===== src/rtl/relu_pool_l1_pkg.sv =====
// Shared sizing and helpers for the layer-1 ReLU + 2x2 max-pool stage.
package relu_pool_l1_pkg;

    localparam int unsigned IMG_W  = 28;
    localparam int unsigned IMG_H  = 28;
    localparam int unsigned DATA_W = 16;

    // Region where the 3x3 window is complete, and the pooled grid over it
    localparam int unsigned VW = IMG_W - 2;
    localparam int unsigned VH = IMG_H - 2;
    localparam int unsigned PW = VW / 2;
    localparam int unsigned PH = VH / 2;

    localparam int unsigned COL_W = $clog2(IMG_W);
    localparam int unsigned ROW_W = $clog2(IMG_H);
    localparam int unsigned IDX_W = $clog2(PW);

    // Unsigned max; operands are already non-negative after ReLU
    function automatic logic [DATA_W-1:0] max_u(input logic [DATA_W-1:0] a,
                                                input logic [DATA_W-1:0] b);
        return (a > b) ? a : b;
    endfunction

endpackage


===== src/rtl/relu_pool_l1_line_buf.sv =====
// One-row store of horizontal pair maxima, written on even pooled rows, read on odd.
module pool_line_buf
    import relu_pool_l1_pkg::*;
(
    input  logic              clk,
    input  logic              we,
    input  logic [IDX_W-1:0]  waddr,
    input  logic [DATA_W-1:0] wdata,
    input  logic [IDX_W-1:0]  raddr,
    output logic [DATA_W-1:0] rdata_c
);

    logic [DATA_W-1:0] mem [PW];

    // Synchronous write; contents are intentionally not reset
    always_ff @(posedge clk) begin
        if (we) begin
            mem[waddr] <= wdata;
        end
    end

    assign rdata_c = mem[raddr];

endmodule


===== src/rtl/relu_pool_l1.sv =====
// ReLU + 2x2/stride-2 max-pool over the valid region of the layer-1 conv stream.
module relu_pool_l1
    import relu_pool_l1_pkg::*;
(
    input  logic              clk,
    input  logic              reset,
    input  logic [DATA_W-1:0] conv_in,
    input  logic              in_valid,
    input  logic              sof,
    output logic [DATA_W-1:0] pool_out,
    output logic              out_valid,
    output logic              frame_done
);

    logic [COL_W-1:0]  col;
    logic [ROW_W-1:0]  row;
    logic [DATA_W-1:0] hreg;

    logic [COL_W-1:0]  cur_col_c;
    logic [ROW_W-1:0]  cur_row_c;
    logic [COL_W-1:0]  vc_c;
    logic [ROW_W-1:0]  vr_c;
    logic [DATA_W-1:0] relu_c;
    logic [DATA_W-1:0] hmax_c;
    logic [DATA_W-1:0] lb_rdata_c;
    logic [IDX_W-1:0]  idx_c;
    logic              in_window_c;
    logic              pair_done_c;
    logic              lb_we_c;
    logic              emit_c;
    logic              last_c;

    // Beat position (sof forces origin), window qualification and pooling datapath
    always_comb begin
        cur_col_c   = sof ? '0 : col;
        cur_row_c   = sof ? '0 : row;
        vc_c        = cur_col_c - COL_W'(2);
        vr_c        = cur_row_c - ROW_W'(2);
        // Trailing odd row/column of the valid region is dropped entirely
        in_window_c = in_valid
                   && (cur_row_c >= ROW_W'(2)) && (cur_col_c >= COL_W'(2))
                   && (vr_c < ROW_W'(2 * PH)) && (vc_c < COL_W'(2 * PW));
        relu_c      = conv_in[DATA_W-1] ? '0 : conv_in;
        hmax_c      = max_u(hreg, relu_c);
        idx_c       = IDX_W'(vc_c >> 1);
        pair_done_c = in_window_c && vc_c[0];
        lb_we_c     = !reset && pair_done_c && !vr_c[0];
        emit_c      = pair_done_c && vr_c[0];
        last_c      = in_valid
                   && (cur_row_c == ROW_W'(IMG_H - 1))
                   && (cur_col_c == COL_W'(IMG_W - 1));
    end

    // Raster position counters
    always_ff @(posedge clk) begin
        if (reset) begin
            col <= '0;
            row <= '0;
        end else if (in_valid) begin
            if (cur_col_c == COL_W'(IMG_W - 1)) begin
                col <= '0;
                row <= (cur_row_c == ROW_W'(IMG_H - 1)) ? '0 : cur_row_c + ROW_W'(1);
            end else begin
                col <= cur_col_c + COL_W'(1);
                row <= cur_row_c;
            end
        end
    end

    // Left half of each horizontal pair
    always_ff @(posedge clk) begin
        if (reset) begin
            hreg <= '0;
        end else if (in_window_c && !vc_c[0]) begin
            hreg <= relu_c;
        end
    end

    // Pooled pixel strobe and end-of-frame pulse
    always_ff @(posedge clk) begin
        if (reset) begin
            pool_out   <= '0;
            out_valid  <= 1'b0;
            frame_done <= 1'b0;
        end else begin
            out_valid  <= emit_c;
            frame_done <= last_c;
            if (emit_c) begin
                pool_out <= max_u(lb_rdata_c, hmax_c);
            end
        end
    end

    pool_line_buf u_line_buf (
        .clk     (clk),
        .we      (lb_we_c),
        .waddr   (idx_c),
        .wdata   (hmax_c),
        .raddr   (idx_c),
        .rdata_c (lb_rdata_c)
    );

endmodule


===== config.mk =====
export PLATFORM = sky130hd
export DESIGN_NAME = relu_pool_l1
export DESIGN_NICKNAME = d
export VERILOG_FILES = /design/src/rtl/relu_pool_l1_pkg.sv /design/src/rtl/relu_pool_l1_line_buf.sv /design/src/rtl/relu_pool_l1.sv
export SDC_FILE = /design/constraint.sdc
export NUM_CORES = 1
export LEC_CHECK = 0
export CAP_MARGIN = 20
export CORE_ASPECT_RATIO = 1.1
export CORE_MARGIN = 2
export CORE_UTILIZATION = 45
export CTS_CLUSTER_SIZE = 40
export DETAILED_ROUTE_END_ITERATION = 10
export SYNTH_ARGS = -nofsm -noshare
export SYNTH_HDL_FRONTEND = slang
export SYNTH_SLANG_ARGS = --single-unit

===== constraint.sdc =====
create_clock -name clk -period 4.7 [get_ports clk]
set_input_delay 0.94 -clock clk [delete_from_list [all_inputs] [get_ports clk]]
set_output_delay 0.94 -clock clk [all_outputs]
set_load 0.01 [all_outputs]

==> results.json, run 1 <==
{
  "worst_ir_drop_vdd_v": 0.000214,
  "placeableCoreArea_mm2": 0.0235,
  "die_h_um": 166,
  "final_stage_net_count": 1000,
  "timing.reg2reg.setup_slack_ps": 630,
  "yosys_register_bits": 237,
  "ys_top_cells_by_area": "sky130_fd_sc_hd__edfxtp_1, sky130_fd_sc_hd__mux4_2, sky130_fd_sc_hd__dfxtp_1",
  "grt_pass1_wl_um": 41200,
  "internal-power_mw": 3.53,
  "final_antenna_net_count": 0,
  "placementRows": 59,
  "yosysWarnings": 0,
  "hold_depth": 1,
  "layout_min_cycle_time_ps": 4610,
  "share_of_synthesized_area_occupied_by_flip_flops_and_latches": 0.625,
  "final_cell_count_no_fill": 1264,
  "pre_cts_ws_ps": -813,
  "tightestPinTransition_ps": 805,
  "ys_async_sr_fraction": 0,
  "top_count_cell_post_synth": "sky130_fd_sc_hd__edfxtp_1",
  "cp.arrival_ps": 5020,
  "dpl-instance-area_mm2": 0.0125,
  "synthesis.instances": 725,
  "power.density_cell_area_mw_per_mm2": 314,
  "timing.slew.headroom": 0.463,
  "cts-buffers-inserted": 24,
  "post-route-cell-area_mm2": 0.0143,
  "final.setup.worst_slack_ps": 90.7,
  "timing.hold.ws_ps": 492,
  "outcome": "finished, final reports clean",
  "totalNegativeSetupSlack_ps": 0,
  "numPortBuffers": 36,
  "path_max_fanout": 7,
  "drv_slew": 0,
  "wirelength_um": 27300,
  "fp.dieArea_mm2": 0.0250,
  "avgRoutedWirePerCell_um": 21.6,
  "grt_pass1_vias": 7350,
  "drt-pass1-iter-count": 5,
  "post_route_cells_drive_above_1_share": 0.384,
  "clk_transition_reported_paths_ps": 60,
  "num_antenna_cells": 0,
  "fill_cells": 1729,
  "number_of_hold_violations_in_the_final_report": 0,
  "critPathLaunchType": "input port",
  "cts_tree": "built",
  "synth.cell_area_mm2": 0.0107,
  "share_comb_of_total_power": 0.078,
  "regToRegEndpoint": "pool_out[10]",
  "rr_startpoint": "hreg[1]",
  "grt_antenna_before_repair": 0,
  "power.sequential.fraction": 0.507,
  "r2r_cells": 19,
  "power_mw": 4.48,
  "max_freq_mhz": 217,
  "power.leakage_nw": 5.53,
  "placedCellCount": 1179,
  "tritoncts_num_sinks": 237,
  "chipWidth_um": 151,
  "dr.first_iter.drc_count": 449,
  "yosysTopAreaCellShare": 0.547,
  "yosys-top-cells-count": "sky130_fd_sc_hd__edfxtp_1, sky130_fd_sc_hd__mux4_2, sky130_fd_sc_hd__dfxtp_1, sky130_fd_sc_hd__nor2_1",
  "drc": 0,
  "cts_buffer_depth": 3,
  "via_count": 7166,
  "place.detailed.hpwl_um": 17300,
  "hold_end": "pool_out[4]",
  "utilization_of_the_core_after_routing": 0.606,
  "grt-ovfl-total": 0,
  "worst_clock_skew_ps": 11.0,
  "cap_violations": 0,
  "post_synth.cell_area_avg_um2": 14.8,
  "setup_violations": 0,
  "hp-start": "pool_out[4]",
  "pin_count_of_the_biggest_net_entering_global_routing": 30,
  "clkLatencyLatePin_ps": 520,
  "grtUsageTotal": 0.216,
  "postSynthNetCount": 783,
  "synth_edf_count": 195,
  "vias_per_cell": 5.67,
  "worstSetupEndpointType": "flip-flop",
  "classification_of_the_worst_setup_path": "in -> reg",
  "gp_congestion": 0.840,
  "power.share.clock": 0.415,
  "min_period_over_period": 0.981,
  "areaGrowthSynthToFinish_pct": 33.3,
  "ctsRootBufferMaster": "sky130_fd_sc_hd__clkbuf_16",
  "h-tree-depth": 1,
  "timing.critical_path.required_ps": 5110,
  "yosysUniqueCellTypes": 59,
  "synth_ff_type": "sky130_fd_sc_hd__edfxtp_1",
  "area_leader_netlist": "sky130_fd_sc_hd__edfxtp_1",
  "cts_hold_buffers": 0,
  "initial_core_util": 0.455,
  "floorplan.io_pins": 38,
  "switching_share": 0.213,
  "switching_power_mw": 0.955,
  "worst_min_path_class": "reg -> reg"
}
==> timing repair <==
action,CTS,global route
endpoints found under the hold margin,0,0
setup buffers,16,25
setup endpoints to repair,15,15
pin swaps,24,29
gates resized for setup,49,74
cloned,1,1
==> worst max path at each step <==
stage / endpoint / startpoint / cells past startpoint
after floorplan: pool_out[12] / conv_in[15] / 19
after global placement: pool_out[8] / conv_in[15] / 19
after detailed placement: pool_out[2] / conv_in[15] / 20
after CTS: pool_out[7] / conv_in[8] / 20
after global routing: pool_out[5] / conv_in[0] / 21
final: pool_out[10] / conv_in[12] / 19
==> power by group through the flow <==
stage	sequential (mW)	clock (mW)	combinational (mW)
2_1_floorplan	2.32	0	0.150
3_3_place_gp	2.32	0	0.264
3_5_place_dp	2.32	0	0.274
4_1_cts	2.27	1.89	0.307
5_1_grt	2.27	1.98	0.375
6_report	2.27	1.86	0.351
==> layer usage <==
metal	part of all wire	vias up	track usage	wire length (um)
met5	0	-	0	0
met4	0.025	0	0.0581	675
met3	0.044	54	0.0275	1190
met2	0.52	193	0.381	14100
met1	0.42	3636	0.281	11400
li1	-	3283	-	-
==> kinds of logic after synthesis <==
logic type / Yosys count / share of synthesized area
DFF: 237 / 0.625
and+or+nand+nor: 194 / 0.0935
AOI/OAI and AO/OA: 120 / 0.0938
buffers and inverters: 74 / 0.0330
muxes: 61 / 0.110
adders and majority gates: 38 / 0.0444
other: 1 / 0.000350
==> cells in the final DEF (no fill, tap or decap), types with 16 or more instances in the layout <==
cell type	count
sky130_fd_sc_hd__inv_1	23
sky130_fd_sc_hd__mux2i_1	16
sky130_fd_sc_hd__nor2_1	42
sky130_fd_sc_hd__ha_1	18
sky130_fd_sc_hd__a32o_1	17
sky130_fd_sc_hd__edfxtp_1	195
sky130_fd_sc_hd__clkbuf_16	26
sky130_fd_sc_hd__nand4_1	22
sky130_fd_sc_hd__clkdlybuf4s50_1	24
sky130_fd_sc_hd__a22oi_2	23
sky130_fd_sc_hd__nand2_1	38
sky130_fd_sc_hd__nand3_1	19
sky130_fd_sc_hd__dfxtp_1	42
sky130_fd_sc_hd__ha_4	18
sky130_fd_sc_hd__a221o_1	16
sky130_fd_sc_hd__nor2b_1	20
sky130_fd_sc_hd__buf_4	166
sky130_fd_sc_hd__mux4_2	45
==> state kept, by name, summed over array words and instances (netlist names) <==
name / count
u_line_buf.mem: 195
frame_done: 1
hreg: 15
pool_out: 15
col: 5
out_valid: 1
row: 5
==> worst max-delay path, stage by stage <==
cell and delay, ps:
sky130_fd_sc_hd__clkdlybuf4s50_1 460, sky130_fd_sc_hd__nor2b_2 150, sky130_fd_sc_hd__inv_1 50, sky130_fd_sc_hd__ha_1 310, sky130_fd_sc_hd__nand3_4 110, sky130_fd_sc_hd__nor2_1 80
sky130_fd_sc_hd__o2bb2ai_2 160, sky130_fd_sc_hd__or3_4 440, sky130_fd_sc_hd__buf_8 160, sky130_fd_sc_hd__a22oi_2 220, sky130_fd_sc_hd__ha_4 250, sky130_fd_sc_hd__a21oi_1 160
sky130_fd_sc_hd__nand3_1 100, sky130_fd_sc_hd__a221o_1 330, sky130_fd_sc_hd__o31a_1 290, sky130_fd_sc_hd__buf_12 160, sky130_fd_sc_hd__buf_8 130, sky130_fd_sc_hd__a221o_1 270
sky130_fd_sc_hd__a32o_1 240
==> final cells by class <==
type	count	area [um2]	area share
Clock buffer	31	648	0.0454
Clock inverter	12	111	0.00780
Inverter	36	140	0.00982
Multi-Input combinational cell	414	4200	0.294
Sequential cell	237	6700	0.469
Tap cell	305	382	0.0267
Timing Repair Buffer	229	2090	0.147
No activity file was read; power rests on OpenSTA's default activity.
==> inputs of run 2 (changes only) <==
DONT_BUFFER_PORTS = 1   (was default)
SETUP_SLACK_MARGIN = 0.05   (was default)
==> run 2 against run 1 <==
Effect of this change:
- sequential power about the same
- die area did not move
- total power decreased by 0.42%
- global-route usage shrank 1.0 points
- final area is 13% lower
- sequential cell count unchanged
- clock skew is 2.2 ps lower
- wire length is 7.8% lower
- worst hold slack lost 9.6 ps
- first-iteration DRC count up 13%
- worst setup slack improved by 280 ps
- critical endpoint is now pool_out[9]
==> results.json, run 2 (synthesis gave the netlist of run 1 again) <==
{
  "hp-start": "reset",
  "rr_startpoint": "col[1]",
  "outcome": "finished, final reports clean",
  "gp_congestion": 0.780,
  "timing.reg2reg.setup_slack_ps": 590,
  "timing.critical_path.required_ps": 5110,
  "drv_slew": 0,
  "utilization_of_the_core_after_routing": 0.528,
  "setup_repair_after_global_routing_missed_its_margin": "no",
  "worst_clock_skew_ps": 8.81,
  "hold_end": "hreg[3]",
  "vias_per_cell": 5.92,
  "largest_register_ffs": 195,
  "area.sequential_mm2": 0.00670,
  "ctsRootBufferMaster": "sky130_fd_sc_hd__clkbuf_16",
  "cts-buffers-inserted": 24,
  "critical-path-top-delay-family": "compound AO/OA/AOI/OAI gates",
  "worst_min_path_class": "in -> reg",
  "final_antenna_net_count": 0,
  "hold_depth": 1,
  "numPortBuffers": 0,
  "via_count": 6570,
  "worstPathCellList": "nor2b_1, inv_1, ha_1, nor2b_1, o211ai_1, a2111oi_2, or3_1, buf_12, buf_4, a22o_1, inv_1, ha_1, a21oi_1, a21boi_0, o31a_1, buf_4, a221o_1, a32o_1",
  "grt_pass1_vias": 6638,
  "clkLatencyLatePin_ps": 520,
  "grt-ovfl-total": 0,
  "floorplan.io_pins": 38,
  "placeableCoreArea_mm2": 0.0235,
  "cts-resized-gates": 0,
  "critical_path.slowest_cell": "sky130_fd_sc_hd__a2111oi_2",
  "setup_violations": 0,
  "multiInputGateArea_mm2": 0.00371,
  "worstSetupEndpointType": "flip-flop",
  "layout_common_cells": "sky130_fd_sc_hd__edfxtp_1, sky130_fd_sc_hd__buf_4, sky130_fd_sc_hd__mux4_2",
  "wirelength_um": 25200,
  "place.detailed.hpwl_um": 16900,
  "r2r_cells": 15,
  "power.leakage_nw": 4.63,
  "h-tree-depth": 1,
  "reg.largest.list": "u_line_buf.mem x195, hreg x15, pool_out x15",
  "path_max_fanout": 20,
  "timing.slew.headroom": 0.424,
  "fp.dieArea_mm2": 0.0250,
  "post_route_cells_drive_above_1_share": 0.227,
  "critPathLaunchType": "input port",
  "registers.top_by_ff_count": "u_line_buf.mem",
  "min_period_over_period": 0.922,
  "dr.first_iter.drc_count": 507,
  "cts_setup_buffers": 0,
  "avgRoutedWirePerCell_um": 22.7,
  "cts_hold_buffers": 0,
  "chipWidth_um": 151,
  "grt_antenna_before_repair": 0,
  "timing.hold.ws_ps": 482,
  "classification_of_the_worst_setup_path": "in -> reg",
  "power.density_cell_area_mw_per_mm2": 359,
  "drt-pass1-iter-count": 5,
  "cp.arrival_ps": 4740,
  "max_freq_mhz": 231,
  "drc": 0,
  "tritoncts_num_sinks": 237,
  "cap_violations": 0,
  "fill_cells": 1935,
  "grt_pass1_wl_um": 39000,
  "worst_ir_drop_vdd_v": 0.000200,
  "number_of_hold_violations_in_the_final_report": 0,
  "initial_core_util": 0.455,
  "worstPathBufferInverterCount": 5,
  "tightestPinTransition_ps": 864,
  "num_antenna_cells": 0,
  "pin_count_of_the_biggest_net_entering_global_routing": 30,
  "areaGrowthSynthToFinish_pct": 16.1,
  "layout_min_cycle_time_ps": 4330,
  "cts_buffer_depth": 3,
  "final_stage_net_count": 846,
  "cts_tree": "built",
  "layout.cells.most_common": "sky130_fd_sc_hd__edfxtp_1",
  "placementRows": 59,
  "grtUsageTotal": 0.205,
  "die_h_um": 166,
  "regToRegEndpoint": "pool_out[9]",
  "critPathMaxStageDelay_ps": 470,
  "clk_transition_reported_paths_ps": 60
}
-- run 2: cell types whose count changed in the layout (fill, tap and decap cells not counted), moves of 4 or more --
cell	before	now
sky130_fd_sc_hd__buf_6	8	0
sky130_fd_sc_hd__nor2b_4	14	2
sky130_fd_sc_hd__inv_1	23	35
sky130_fd_sc_hd__nand3_1	19	23
sky130_fd_sc_hd__a22oi_1	4	16
sky130_fd_sc_hd__a22oi_2	23	11
sky130_fd_sc_hd__ha_1	18	37
sky130_fd_sc_hd__clkdlybuf4s50_1	24	0
sky130_fd_sc_hd__clkbuf_1	6	2
sky130_fd_sc_hd__nor2b_1	20	32
sky130_fd_sc_hd__ha_4	18	0
sky130_fd_sc_hd__dlymetal6s2s_1	10	0
sky130_fd_sc_hd__buf_4	166	64
sky130_fd_sc_hd__inv_2	12	0
-- run 2: power by group --
group	internal [mW]	total (mW)	switching, mW
clock	1.19	1.96	0.774
combinational	0.101	0.231	0.130
sequential	2.27	2.27	0.00117
-- run 2: area by class of cell --
class                           count  area share
Inverter                           36      0.0113
Clock buffer                       27      0.0509
Clock inverter                     16      0.0147
Multi-Input combinational cell    414       0.298
Sequential cell                   237       0.538
Tap cell                          305      0.0307
Timing Repair Buffer               75      0.0559
-- run 2: per-layer routing --
layer | GRT usage | vias to the layer above | share of wire
li1 | - | 2974 | -
met1 | 0.276 | 3389 | 0.42
met2 | 0.347 | 182 | 0.50
met3 | 0.0409 | 25 | 0.062
met4 | 0.0439 | 0 | 0.013
met5 | 0 | - | 0
-- run 2: per-stage QoR --
stage	area (um2)	total power [mW]	cells	TNS (ps)	worst slack, ps
after floorplan	10800	2.47	725	0	66.6
after global placement	11600	2.54	1066	-1130	-94.2
after detailed placement	11600	2.55	1066	-2010	-156
after CTS	12400	4.50	1109	0	346
after global routing	12400	4.61	1110	0	125
final	12400	4.46	1110	0	369
-- run 2: worst max-delay path by stage --
| stage | start | to | slack (ps) | cells after the start |
|---|---|---|---|---|
| after floorplan | conv_in[15] | pool_out[12] | 70 | 19 |
| after global placement | conv_in[11] | pool_out[5] | -90 | 17 |
| after detailed placement | conv_in[1] | pool_out[9] | -160 | 18 |
| after CTS | conv_in[1] | pool_out[9] | 350 | 18 |
| after global routing | conv_in[1] | pool_out[9] | 120 | 18 |
| final | conv_in[1] | pool_out[9] | 370 | 18 |
